==> config.mk <==
export PLATFORM = sky130hd
export DESIGN_NAME = press_scheduler
export DESIGN_NICKNAME = d
export VERILOG_FILES = /design/src/rtl/press_scheduler.sv
export SDC_FILE = /design/constraint.sdc
export NUM_CORES = 1
export LEC_CHECK = 0
export CAP_MARGIN = 20
export CELL_PAD_IN_SITES_DETAIL_PLACEMENT = 2
export CELL_PAD_IN_SITES_GLOBAL_PLACEMENT = 2
export CORE_MARGIN = 3
export CORE_UTILIZATION = 39
export DETAILED_ROUTE_END_ITERATION = 10
export PLACE_DENSITY_LB_ADDON = 0.1
export SETUP_SLACK_MARGIN = 0.15
export SLEW_MARGIN = 5
export SYNTH_ARGS = -nofsm -noshare
export SYNTH_HDL_FRONTEND = slang
export SYNTH_SLANG_ARGS = --single-unit
==> constraint.sdc <==
create_clock -name clk -period 3.53 [get_ports clk]
set_clock_uncertainty 0.05 [all_clocks]
set_input_delay 0.5295 -clock clk [delete_from_list [all_inputs] [get_ports clk]]
set_output_delay 0.5295 -clock clk [all_outputs]
set_load 0.02 [all_outputs]
==> src/rtl/press_scheduler.sv <==
// press_scheduler: round-robin arbiter turning button press pulses into handshaked commands with a post-grant lockout.
module press_scheduler #(
  parameter int NBTN = 4,
  parameter int LOCK_CYC = 12500000
) (
  input  logic            clk,
  input  logic            rst,
  input  logic [NBTN-1:0] press,
  input  logic            cmd_ready,
  input  logic            clr_ovr,
  output logic            cmd_valid,
  output logic [1:0]      cmd_id,
  output logic [NBTN-1:0] pending,
  output logic [NBTN-1:0] overrun,
  output logic            busy
);
  typedef enum logic [1:0] {IDLE, OFFER, LOCK} state_t;
  state_t      state;
  logic [1:0]  ptr, sel;
  logic [30:0] cnt;
  logic [3:0]  rot, gnt;
  // rotate pending so the search always starts at bit 0, then map back by adding ptr
  always_comb begin
    rot = 4'({pending, pending} >> ptr);
    sel = ptr + (rot[0] ? 2'd0 : rot[1] ? 2'd1 : rot[2] ? 2'd2 : 2'd3);
    gnt = (state == IDLE && |pending) ? 4'(4'b1 << sel) : 4'b0;
  end
  always_ff @(posedge clk or posedge rst) begin
    if (rst) begin
      state     <= IDLE;
      pending   <= '0;
      overrun   <= '0;
      cmd_valid <= 1'b0;
      cmd_id    <= 2'd0;
      ptr       <= 2'd0;
      cnt       <= '0;
    end else begin
      pending <= (pending & ~gnt) | press;
      overrun <= (clr_ovr ? 4'b0 : overrun) | (press & pending & ~gnt);
      case (state)
        IDLE: if (|pending) begin
          cmd_valid <= 1'b1;
          cmd_id    <= sel;
          state     <= OFFER;
        end
        OFFER: if (cmd_ready) begin
          cmd_valid <= 1'b0;
          ptr       <= cmd_id + 2'd1;
          cnt       <= '0;
          state     <= LOCK;
        end
        LOCK: if (cnt == 31'(LOCK_CYC - 1)) begin
          cnt   <= '0;
          state <= IDLE;
        end else cnt <= cnt + 31'd1;
        default: state <= IDLE;
      endcase
    end
  end
  assign busy = state != IDLE;
endmodule

==> flow_summary.ini <==
[setup_path]
reg2reg_slack_ns = 0.95
crit_fanout = 25
crit_path_end_kind = register
path_delay_family = compound AO/OA/AOI/OAI gates
reg2reg_depth = 7
cp.arrival_ns = 2.74
critPathKind = reg2reg
crit_path_start = cnt[0]
path_cells = ha_1 > nand3_2 > nor4_2 > a31oi_2 > buf_4 > a41oi_1 > a31oi_1
slowest_delay_ns = 0.70
cp_slowest_cell = a31oi_2
cp-start-kind = register
rr_endpoint = cnt[10]
required_ns = 3.69
path_buf_inv = 1
r2r_start = cnt[0]

[synth]
synth_ff_type = dfrtp_1
ys_types = 50
synth_edf_count = 0
synth-xor-area-share_pct = 1.02
synth_area_per_cell_um2 = 8.89
synth_top_family_by_area = simple AND/OR/NAND/NOR gates
synth_area_um2 = 2590
muxShareOfSynthArea_pct = 0.774
synth_seq_area_share_pct = 44.5
synth-seq-cells = 46
async_flop_share_pct = 100
syn_inst = 291
synth_compound_area_share_pct = 21.0
syn_nets = 301
yosysWarnings = 0
yosys.area_share.simple_pct = 26.6
synth_fa_ha_area_share_pct = 0.967

[clocking]
h-tree-depth = 2
hold_buffers = 0
clk_latency_ns = 0.30
post-cts-setup-buffers = 0
cts.clk_slew.worst_paths_ns = 0.09
clock-sinks = 46
numCtsBuffers = 5
cts_resized = 0
clock-root-buffer = clkbuf_8
cts_buffer_depth = 2
cts_tree = yes

[placed_design]
portBuffers = 19
dp_slack_ns = 0.979
dpl_cell_area_um2 = 2820
gp_congestion = 0.723
hpwl_mm = 5.39
dpl.cell_count = 374

[outcome]
status = complete, no violations

[power_and_ir_drop]
p_comb_share_pct = 41.1
internal_power_mw = 1.22
power.density_nw_per_um2 = 731
switching_share_pct = 43.5
pwr-share-seq_pct = 40.7
vdd_drop_max_mv = 0.393
p_leak_nw = 1.20
switching_power_mw = 0.937
power_mw = 2.16
clkPwrFrac_pct = 18.2

[floorplanning]
top_level_ports = 20
coreArea_um2 = 6390
die_w_um = 87.5
fp-row-count = 29
start_util_pct = 40.5
dieArea_um2 = 7650
fp.dieH_um = 87.5

[timing]
fmax_mhz = 388
rsz0062_at_grt = false
finalCriticalPeriod_ns = 2.58
finalCritPeriodShare_pct = 73.0
final.setup.tns_ns = 0
slew_viol_final = 0
maxSlewHeadroom_pct = 44.9
worst_pin_slew_ns = 0.824
setup_violations = 0
hold_viol_final = 0
setup_slack_ns = 0.954

[finish]
final_cells = 383
fin_nets = 315
seq_area_um2 = 1150
layout_commonest_cell = dfrtp_1
final_cell_mix = 46 x dfrtp_1, 32 x nand2_1, 28 x a21oi_1, 19 x clkdlybuf4s50_1
multi_input_area_um2 = 1310
drive_above_1_share_pct = 8.50
n_antenna_cell = 0
fillers = 728
area_growth_pct = 14.0
final_cell_area_um2 = 2950

[run]
cap_violations = 0

[global_routing]
grt_pass1_vias = 2533
grt_pass1_wl_mm = 13.2
grt_max_degree = 47
gr-total-overflow = 0
track_usage_pct = 22.1
antenna_found_initial = 0

[drt]
wl_per_cell_um = 19.9
drt-total-wl_mm = 7.62
drc = 0
drt_first_pass_iters = 4
drtIter0Drc = 86
via_per_inst = 5.93
ant_nets = 0
vias = 2270

[hold_path]
holdCritPathClass = in2async
cell type report:
type,count,share of cell area (%)
clock buffers,5,2.33
multi-input cells,215,44.5
well taps,77,3.27
flip-flops and latches,46,39.0
inverters,15,1.91
clock inverters,3,1.36
repair buffers,22,7.64
kinds of logic after synthesis:
group | after synthesis
AND/OR/NAND/NOR | 121
AO/OA/AOI/OAI | 87
flip-flops | 46
buffers and inverters | 30
XOR/XNOR | 3
multiplexers | 2
adder cells (fa/ha/maj) | 2
power groups by stage:
stage               logic [mW]  registers (mW)  clock network, mW
finish                   0.886           0.878              0.392
floorplan                0.570           0.857                  0
detailed placement       0.888           0.885                  0
CTS                      0.894           0.875              0.404
global route              1.00           0.907              0.424
global placement         0.849           0.875                  0
metal layers:
metal | part of all wire [%] | up-vias | GRT usage (%)
li1 | - | 1102 | -
met1 | 49 | 1153 | 31.2
met2 | 50 | 11 | 36.7
met3 | 1.4 | 4 | 2.55
met4 | 0.47 | 0 | 4.18
met5 | 0 | - | 0
sequential cells by signal (all words and copies together), names as in the netlist:
signal and flops:
cmd_id 2, cmd_valid 1, cnt 31, overrun 4, pending 4, ptr 2
state 2
through the flow:
step / hold WS (ns) / utilization (%)
6_report: 0.457 / 46.2
2_1_floorplan: 0.402 / -
4_1_cts: 0.466 / 45.9
5_1_grt: 0.480 / 46.2
3_5_place_dp: 0.444 / 44.2
3_3_place_gp: 0.411 / 44.2
cell usage after synthesis (all sizes together), types with 2 or more instances:
master / instances / area [um^2]
a21oi: 28 / 140
a22o: 2 / 17.5
a31oi: 17 / 106
a32oi: 3 / 26.3
a41oi: 3 / 26.3
and2: 2 / 13.8
and3: 7 / 45.1
and4: 2 / 17.5
buf: 5 / 37.5
clkbuf: 10 / 37.5
dfrtp: 46 / 1150
ha: 2 / 25.0
inv: 15 / 56.3
mux2i: 2 / 20.0
nand2: 32 / 120
nand2b: 6 / 37.5
nand3: 15 / 92.6
nand3b: 3 / 22.5
nand4: 8 / 65.1
nor2: 17 / 63.8
nor2b: 2 / 12.5
nor3: 10 / 50.1
nor4: 9 / 92.6
o211ai: 2 / 15.0
o21ai: 17 / 85.1
o21bai: 4 / 30.0
o22ai: 2 / 12.5
o2bb2ai: 2 / 17.5
or3: 5 / 32.5
xnor2: 2 / 17.5
worst max-delay path by stage:
| stage | slack, ns | cells past startpoint | to |
|---|---|---|---|
| finish | 0.95 | 7 | cnt[10] |
| floorplan | 1.23 | 11 | overrun[1] |
| global placement | 1.11 | 5 | cnt[13] |
| CTS | 0.98 | 7 | cnt[10] |
| global route | 0.74 | 7 | cnt[8] |
| detailed placement | 0.98 | 7 | cnt[10] |
worst reg2reg max path, stage by stage, from the launching register on:
cell and delay [ns]:
dfrtp_1 0.43, ha_1 0.25, nand3_2 0.21, nor4_2 0.10
a31oi_2 0.70, buf_4 0.41, a41oi_1 0.16, a31oi_1 0.19
Note: power is estimated with default switching activity, not from simulation.
